<file path="config.mk">
export PLATFORM = sky130hd
export DESIGN_NAME = pooling_stream
export DESIGN_NICKNAME = d
export VERILOG_FILES = /design/src/rtl/pooling_stream.sv
export SDC_FILE = /design/constraint.sdc
export NUM_CORES = 1
export LEC_CHECK = 0
export ABC_CLOCK_PERIOD_IN_PS = 14800
export CORE_ASPECT_RATIO = 1.25
export CORE_MARGIN = 5
export CORE_UTILIZATION = 60
export DETAILED_ROUTE_END_ITERATION = 8
export PLACE_DENSITY = 0.85
export SYNTH_ARGS = -nofsm -noshare
export SYNTH_HDL_FRONTEND = slang
export SYNTH_SLANG_ARGS = --single-unit
</file>
<file path="constraint.sdc">
create_clock -name clk -period 14.8 [get_ports clk]
set_input_delay 3.7 -clock clk [delete_from_list [all_inputs] [get_ports clk]]
set_output_delay 3.7 -clock clk [all_outputs]
set_load 0.02 [all_outputs]
</file>
<file path="src/rtl/pooling_stream.sv">
// Streaming KxK non-overlapping max/average pooling with a per-window line buffer.
// Define POOL_RELU_EN to clamp negative pooled results to zero.
module pooling_stream #(
  parameter int data_width = 16,
  parameter int K          = 2,
  parameter int IMG_W      = 8,
  parameter int IMG_H      = 8
) (
  input  logic                         clk,
  input  logic                         nrst,
  input  logic                         start,
  input  logic                         mode,
  input  logic                         in_valid,
  output logic                         in_ready,
  input  logic signed [data_width-1:0] in_data,
  output logic                         out_valid,
  input  logic                         out_ready,
  output logic signed [data_width-1:0] out_data,
  output logic                         out_last,
  output logic                         busy
);

  localparam int LK    = $clog2(K);
  localparam int ACC_W = data_width + 2 * LK;
  localparam int WINS  = IMG_W / K;
  localparam int CW    = $clog2(IMG_W);
  localparam int RW    = $clog2(IMG_H);
  localparam int WW    = (WINS > 1) ? $clog2(WINS) : 1;

  function automatic logic signed [ACC_W-1:0] f_combine(
    input logic                    m,
    input logic signed [ACC_W-1:0] a,
    input logic signed [ACC_W-1:0] b
  );
    if (m) return a + b;
    return (a > b) ? a : b;
  endfunction

  function automatic logic signed [data_width-1:0] f_pool(
    input logic                    m,
    input logic signed [ACC_W-1:0] r
  );
    logic signed [ACC_W-1:0] s;
    s = m ? (r >>> (2 * LK)) : r;
`ifdef POOL_RELU_EN
    if (s < 0) s = '0;
`else
`endif
    return data_width'(s);
  endfunction

  logic [CW-1:0]                r_col;
  logic [RW-1:0]                r_row;
  logic                         r_mode;
  logic                         r_busy;
  logic                         r_out_valid;
  logic signed [data_width-1:0] r_out_data;
  logic                         r_out_last;
  logic signed [ACC_W-1:0]      r_acc;
  logic signed [ACC_W-1:0]      r_buf [2**WW];

  logic                         w_fire;
  logic [LK-1:0]                w_kc;
  logic [LK-1:0]                w_kr;
  logic [WW-1:0]                w_win;
  logic signed [ACC_W-1:0]      w_x;
  logic signed [ACC_W-1:0]      w_acc_fin;
  logic signed [ACC_W-1:0]      w_comb;
  logic                         w_kc_end;
  logic                         w_kr_end;
  logic                         w_kr_zero;
  logic                         w_col_end;
  logic                         w_row_end;
  logic                         w_emit;

  assign in_ready  = r_busy & ~(r_out_valid & ~out_ready);
  assign out_valid = r_out_valid;
  assign out_data  = r_out_data;
  assign out_last  = r_out_last;
  assign busy      = r_busy;

  // A start pulse owns its cycle: no sample is taken while the frame restarts.
  assign w_fire    = in_valid & in_ready & ~start;
  assign w_kc      = r_col[LK-1:0];
  assign w_kr      = r_row[LK-1:0];
  assign w_win     = WW'(r_col >> LK);
  assign w_x       = {{(2 * LK){in_data[data_width-1]}}, in_data};
  assign w_acc_fin = (w_kc == '0) ? w_x : f_combine(r_mode, r_acc, w_x);
  assign w_comb    = f_combine(r_mode, r_buf[w_win], w_acc_fin);
  assign w_kc_end  = (w_kc == LK'(K - 1));
  assign w_kr_end  = (w_kr == LK'(K - 1));
  assign w_kr_zero = (w_kr == '0);
  assign w_col_end = (r_col == CW'(IMG_W - 1));
  assign w_row_end = (r_row == RW'(IMG_H - 1));
  assign w_emit    = w_fire & w_kc_end & w_kr_end;

  // Accumulate stage: horizontal partial in r_acc, vertical partial per window in r_buf.
  always_ff @(posedge clk) begin
    if (w_fire) begin
      r_acc <= w_acc_fin;
      if (w_kc_end && !w_kr_end)
        r_buf[w_win] <= w_kr_zero ? w_acc_fin : w_comb;
    end
  end

  // Output stage: one registered result per completed window, held until accepted.
  always_ff @(posedge clk or negedge nrst) begin
    if (!nrst) begin
      r_col       <= '0;
      r_row       <= '0;
      r_mode      <= 1'b0;
      r_busy      <= 1'b0;
      r_out_valid <= 1'b0;
      r_out_data  <= '0;
      r_out_last  <= 1'b0;
    end else if (start) begin
      r_col       <= '0;
      r_row       <= '0;
      r_mode      <= mode;
      r_busy      <= 1'b1;
      r_out_valid <= 1'b0;
      r_out_data  <= '0;
      r_out_last  <= 1'b0;
    end else begin
      if (w_fire) begin
        if (w_col_end) begin
          r_col <= '0;
          r_row <= w_row_end ? '0 : r_row + 1'b1;
        end else begin
          r_col <= r_col + 1'b1;
        end
      end
      if (w_emit) begin
        r_out_valid <= 1'b1;
        r_out_data  <= f_pool(r_mode, w_comb);
        r_out_last  <= w_col_end & w_row_end;
      end else if (r_out_valid && out_ready) begin
        r_out_valid <= 1'b0;
        r_out_data  <= '0;
        r_out_last  <= 1'b0;
      end
      if (r_out_valid && out_ready && r_out_last)
        r_busy <= 1'b0;
    end
  end

endmodule

</file>
==> results of run 1 <==
## sequential cells by signal, indices dropped and copies added, names as in the netlist
name	count
busy	1
out_valid	1
r_acc	18
r_row	3
out_last	1
r_col	3
r_buf	72
r_mode	1
out_data	16
## power groups by stage
| stage | clock [mW] | combinational (mW) | sequential [mW] |
|---|---|---|---|
| after CTS | 0.402 | 0.282 | 0.371 |
| final | 0.399 | 0.288 | 0.371 |
| after global placement | 0 | 0.274 | 0.377 |
| after detailed placement | 0 | 0.279 | 0.378 |
| after floorplan | 0 | 0.204 | 0.376 |
| after global routing | 0.421 | 0.311 | 0.372 |
## metrics by stage
step	cell area, sq um	hold WS (ns)	std cells	setup WS [ns]
final	9420	0.483	1023	5.11
after global routing	9420	0.504	1023	4.85
after CTS	9420	0.487	1023	5.19
after detailed placement	8840	0.475	991	4.77
after global placement	8840	0.455	991	4.86
after floorplan	8250	0.493	799	6.46
## layout by cell type, fill, tap and decap left out, types with 7 or more instances in the layout
cell type        count
edfxtp_1            90
ha_1                74
nor2_1              68
inv_1               59
a21oi_1             54
clkdlybuf4s50_1     41
nand2_1             40
nor3_1              30
o21ai_0             27
dfrtp_1             25
xnor2_1             18
mux4_2              18
clkbuf_16           17
nand3_1             15
buf_4               14
a221oi_1            13
nand2b_1            10
a21o_1              10
nand4_1             10
nor2b_1             10
nor4_1               9
a211oi_1             8
a22oi_1              8
a32oi_1              7
o41ai_1              7
and2_1               7
or3_1                7
o221ai_1             7
inv_6                7
## kinds of logic after synthesis
logic type      synth area share, %
compound gates                 20.7
simple gates                   14.0
flops                          40.6
buf+inv                        4.79
fa+ha+maj                      11.7
mux                            5.78
xor+xnor                       2.44
## metal layers
layer,wire (microns),track usage (%)
met1,10200,40.1
met2,11800,50.9
met3,1420,4.55
met4,923,12.9
met5,0,0
## worst max-delay path: stages
cell             delay [ns]
clkdlybuf4s50_1        0.52
inv_1                  0.08
ha_1                   0.38
and3_4                 0.22
a221o_1                0.39
a2111oi_4              0.50
o21ai_1                0.37
nand3_2                0.27
nor3_1                 0.07
or4b_4                 0.55
ha_1                   0.42
nand3_1                0.24
nor2b_1                0.21
a211o_1                0.27
nor2_1                 0.55
buf_4                  0.36
a221oi_1               0.10
o311ai_1               0.30
o21ai_0                0.27
## cells in the mapped netlist, types with 4 or more instances
library cell | instances | area, sq um
nor3_1 | 30 | 150
nand2b_1 | 10 | 62.6
nor2b_1 | 10 | 62.6
o41ai_1 | 7 | 61.3
edfxtp_1 | 90 | 2700
inv_1 | 59 | 221
nand2_1 | 40 | 150
o32ai_1 | 4 | 35.0
a211oi_1 | 9 | 67.6
ha_1 | 74 | 926
xnor2_1 | 18 | 158
and2_1 | 7 | 43.8
o22ai_1 | 4 | 25.0
buf_2 | 7 | 35.0
nand3_1 | 15 | 75.1
a32oi_1 | 7 | 61.3
nor4_1 | 11 | 68.8
a21o_1 | 10 | 75.1
a221o_1 | 4 | 40.0
a211o_1 | 4 | 35.0
o21ai_1 | 5 | 25.0
nand4_1 | 10 | 62.6
a31oi_1 | 6 | 37.5
o221ai_1 | 7 | 61.3
or3_1 | 7 | 43.8
a22oi_1 | 8 | 60.1
o21ai_0 | 27 | 135
mux2i_1 | 6 | 60.1
mux4_2 | 18 | 405
o211ai_1 | 6 | 45.0
buf_1 | 4 | 15.0
dfrtp_1 | 26 | 651
xor2_1 | 5 | 43.8
clkbuf_1 | 25 | 93.8
o21bai_1 | 5 | 37.5
a21oi_1 | 54 | 270
a2bb2oi_1 | 6 | 52.6
nor2_1 | 68 | 255
a221oi_1 | 13 | 114
and3_1 | 5 | 31.3
## cell type report
cell class	count	area [sq um]
fill	1006	4220
multi-input combinational	584	4530
timing repair buffer	55	515
clock buffer	17	425
tap	175	219
sequential	116	3350
inverter	61	229
clock inverter	15	146
## path summary, 6_finish.rpt
path	startpoint	endpoint	slack [ns]
worst max register to register	r_acc[4]	r_buf[0][3]	8.55
min in group asynchronous	nrst	out_data[0]	3.69
worst min-delay path	out_data[1]	out_data[1]	0.48
worst max-delay path	in_data[5]	r_buf[0][3]	5.11
worst min register to register	out_data[1]	out_data[1]	0.48
max in group asynchronous	nrst	r_mode	10.78
==> impl_metrics.toml, run 1 <==
[status]
outcome = "finished, final reports clean"

[global_routing]
grt_usage_pct = 30.7
grt_pass1_vias = 7000
grt_overflow = 0
grt_pass1_wl_mm = 38.0
grt_max_degree = 64
antenna_found_initial = 0

[floorplan]
initial_utilization_pct = 60.5
ios = 42
die_x_microns = 115
rows = 48
die-area_sq_um = 16200
core-area_sq_um = 13600
die_h_microns = 141

[worst_setup_path]
crit_type = "primary input to flop"
cp_data_arrival_time_ns = 9.77
crit_required_ns = 14.88
critPathMaxFanout = 13
r2r.worst_path.cells = 17
cp-end-kind = "flop"
start_kind = "primary input"

[power]
total_power_mw = 1.06
switchingPower_mw = 0.353
clkPwrFrac_pct = 37.7
seq_power_share_pct = 35.1
p_int_mw = 0.705
leakage_nw = 3.66
power_density_nw_per_um2 = 112
peakVddDrop_mv = 0.157
power.share.switching_pct = 33.4
p_comb_share_pct = 27.2

[synthesis]
netlist_area_sq_um = 8250
syn-num-nets = 897
ys_types = 84
yosys_warnings = 0
ys_seq_area_share_pct = 40.6
postSynth.asyncResetShare_pct = 22.4
avgSynthCellArea_sq_um = 10.3
synth_edf_count = 90
synthFlopType = "edfxtp_1"
syn_inst = 799
ys_seq_elements = 116

[sta]
rsz0062_at_grt = "false"
fmax_mhz = 103
fin_crit_sh_pct = 65.5
clock_skew_ns = 0.0112
fin_setup_tns_ns = 0
setup_violations = 0
slew_viol_final = 0
slew_headroom_pct = 29.7
worst_pin_slew_ns = 1.05
fin_crit_ns = 9.69
hold_viol = 0

[clock_network]
htreeDepth = 4
worstSkewPairLatency_ns = 0.42
clockBufferDepth = 2
cts_tree = "yes"
cts_made_buffers = 17
cts_sinks = 116
clockRootBuffer = "clkbuf_16"
clk_pin_slew_ns = 0.06
ctsResizeCount = 0
postCtsHoldBufs = 0
cts_setup_buffers = 0

[placed_design]
gp_congestion = 1.04
hpwlAfterDp_mm = 17.8
io_buffers = 41

[worst_hold_path]
min_path_cells = 2
min_path_type = "flop to flop"

[detailed_routing]
num_vias = 6914
ant_nets = 0
first_pass_iters = 5
routed_wl_mm = 24.4
drtIter0Drc = 605
drcViolationCount = 0
routedWlPerCell_microns = 23.8
routed_via_density = 6.76

[layout]
diodes = 0
nNetsFinal = 933
final_core_util_pct = 69.1
drive_gt1_share_pct = 11.1
areaGrowthSynthToFinish_pct = 14.1

[job]
max_cap_violations = 0
Note: power is estimated with default switching activity, not from simulation.
==> run 2, diff against run 1 <==
==> config.mk (replaced) <==
export PLATFORM = sky130hd
export DESIGN_NAME = pooling_stream
export DESIGN_NICKNAME = d
export VERILOG_FILES = /design/src/rtl/pooling_stream.sv
export SDC_FILE = /design/constraint.sdc
export NUM_CORES = 1
export LEC_CHECK = 0
export ABC_CLOCK_PERIOD_IN_PS = 8200
export CORE_ASPECT_RATIO = 1.25
export CORE_MARGIN = 5
export CORE_UTILIZATION = 56
export DETAILED_ROUTE_END_ITERATION = 8
export PLACE_DENSITY = 0.83
export SYNTH_ARGS = -nofsm -noshare
export SYNTH_HDL_FRONTEND = slang
export SYNTH_SLANG_ARGS = --single-unit
==> constraint.sdc (replaced) <==
create_clock -name clk -period 8.2 [get_ports clk]
set_input_delay 2.05 -clock clk [delete_from_list [all_inputs] [get_ports clk]]
set_output_delay 2.05 -clock clk [all_outputs]
set_load 0.02 [all_outputs]
==> run 2 against run 1 <==
Count of clock-buffer cells in the layout is 8 higher. Die area is 6.6% higher. Combinational power is 84% higher. Core utilization is 2.5 points lower. Clock skew is 0.0045 ns higher. Setup slack worse by 4.5 ns. Global-route usage is 4.0 points lower. Cell count is 1.8% higher. Largest power group unchanged. Register-to-register slack worse by 6.1 ns. Clock power is 95% higher. Non-clock buffer count is 15 higher.
==> impl_metrics.toml, run 2 (synthesized netlist as in run 1, its figures left out) <==
[clock_network]
postCtsHoldBufs = 0
cts_made_buffers = 17
clockBufferDepth = 2
cts_setup_buffers = 0
clk_pin_slew_ns = 0.06
cts_sinks = 116
cts_tree = "yes"
worstSkewPairLatency_ns = 0.42
clockRootBuffer = "clkbuf_16"
ctsResizeCount = 0
htreeDepth = 4

[status]
outcome = "finished, final reports clean"

[layout]
largest_register = "r_buf"
areaGrowthSynthToFinish_pct = 16.3
largest_reg_flops = 72
nNetsFinal = 948
fin_area_sq_um = 9600
diodes = 0
drive_gt1_share_pct = 12.5
layout_common_cells = "90 x edfxtp_1, 74 x ha_1, 68 x nor2_1"
final_common_cell = "edfxtp_1"

[detailed_routing]
routedWlPerCell_microns = 22.3
routed_wl_mm = 23.2
routed_via_density = 6.74
num_vias = 7017
drtIter0Drc = 829
first_pass_iters = 6
drcViolationCount = 0
ant_nets = 0

[worst_setup_path]
r2r.worst_path.cells = 19
start_kind = "primary input"
crit_type = "primary input to flop"
crit_required_ns = 8.38
critPathMaxFanout = 10
cp_data_arrival_time_ns = 7.73
cp-end-kind = "flop"

[global_routing]
grt_usage_pct = 26.7
grt_max_degree = 41
antenna_found_initial = 0
grt_pass1_wl_mm = 37.1
grt_overflow = 0
grt_pass1_vias = 7043

[sta]
clock_skew_ns = 0.0157
finalWorstSetupSlack_ns = 0.652
hold_slack_ns = 0.462
rsz0062_at_grt = "false"
setup_violations = 0
hold_viol = 0
fmax_mhz = 132
worst_pin_slew_ns = 1.10
fin_crit_ns = 7.55
slew_headroom_pct = 26.9
fin_crit_sh_pct = 92.0
fin_setup_tns_ns = 0
slew_viol_final = 0

[floorplan]
core-area_sq_um = 14400
ios = 42
rows = 49
die-area_sq_um = 17300
die_x_microns = 119
die_h_microns = 146
initial_utilization_pct = 57.3

[placed_design]
detailedPlace.worstSlack_ns = 0.421
io_buffers = 41
hpwlAfterDp_mm = 16.8
gp_congestion = 0.982
place_area_sq_um = 8960

[power]
leakage_nw = 3.77
clkPwrFrac_pct = 39.3
seq_power_share_pct = 34.0
peakVddDrop_mv = 0.158
power.share.switching_pct = 30.0
power_density_nw_per_um2 = 207
p_comb_share_pct = 26.8
switchingPower_mw = 0.595
p_int_mw = 1.39
total_power_mw = 1.99

[worst_hold_path]
min_path_type = "flop to flop"
min_path_cells = 2

[job]
max_cap_violations = 0
[run 2: final cells by class]
type / instances / area (sq um)
Multi-Input combinational cell: 584 / 4530
Clock buffer: 25 / 515
Clock inverter: 7 / 120
Tap cell: 178 / 223
Timing Repair Buffer: 70 / 628
Fill cell: 1026 / 4810
Sequential cell: 116 / 3350
Inverter: 61 / 229
[run 2: metrics by stage]
stage / std cells / utilization, %
after floorplan: 799 / -
after global placement: 1009 / 62.2
after detailed placement: 1009 / 62.2
after CTS: 1041 / 66.6
after global routing: 1041 / 66.6
final: 1041 / 66.6
[run 2: per-layer routing]
metal	vias to the layer above	global-route usage (%)	share of wire, %	routed length [microns]
met2	426	43.3	49	11300
met5	-	0	0	0
met3	87	4.86	8.0	1870
met4	0	13.9	4.9	1140
met1	3321	34.2	38	8920
li1	3183	-	-	-
[run 2: power by group through the flow]
stage / registers (mW) / clock network [mW] / logic, mW
floorplan: 0.678 / 0 / 0.367
global placement: 0.685 / 0 / 0.501
detailed placement: 0.685 / 0 / 0.507
CTS: 0.674 / 0.783 / 0.515
global route: 0.675 / 0.816 / 0.569
finish: 0.675 / 0.780 / 0.531
[run 2: path summary, 6_finish.rpt]
check / start / endpoint / slack, ns
max in group asynchronous: nrst / r_mode / 5.84
min in group asynchronous: nrst / out_data[3] / 2.03
worst min register to register: out_data[3] / out_data[3] / 0.46
worst max-delay path: in_data[5] / r_buf[0][16] / 0.65
worst min-delay path: out_data[3] / out_data[3] / 0.46
worst max register to register: r_acc[4] / r_buf[0][16] / 2.43
[run 2: worst max-delay path: stages]
cell and delay, ns:
clkdlybuf4s50_1 0.53, inv_1 0.08, ha_1 0.37, and3_4 0.22, a221o_1 0.37, a2111oi_4 0.42, o21ai_1 0.13, buf_4 0.20
a21oi_1 0.14, o21ai_0 0.12, and2_1 0.24, ha_1 0.23, fa_1 0.40, nor2b_1 0.17, o311ai_1 0.49, a211oi_1 0.25
nor3_1 0.29, a221oi_1 0.13, a221oi_2 0.35, xnor2_1 0.13, a221oi_2 0.41
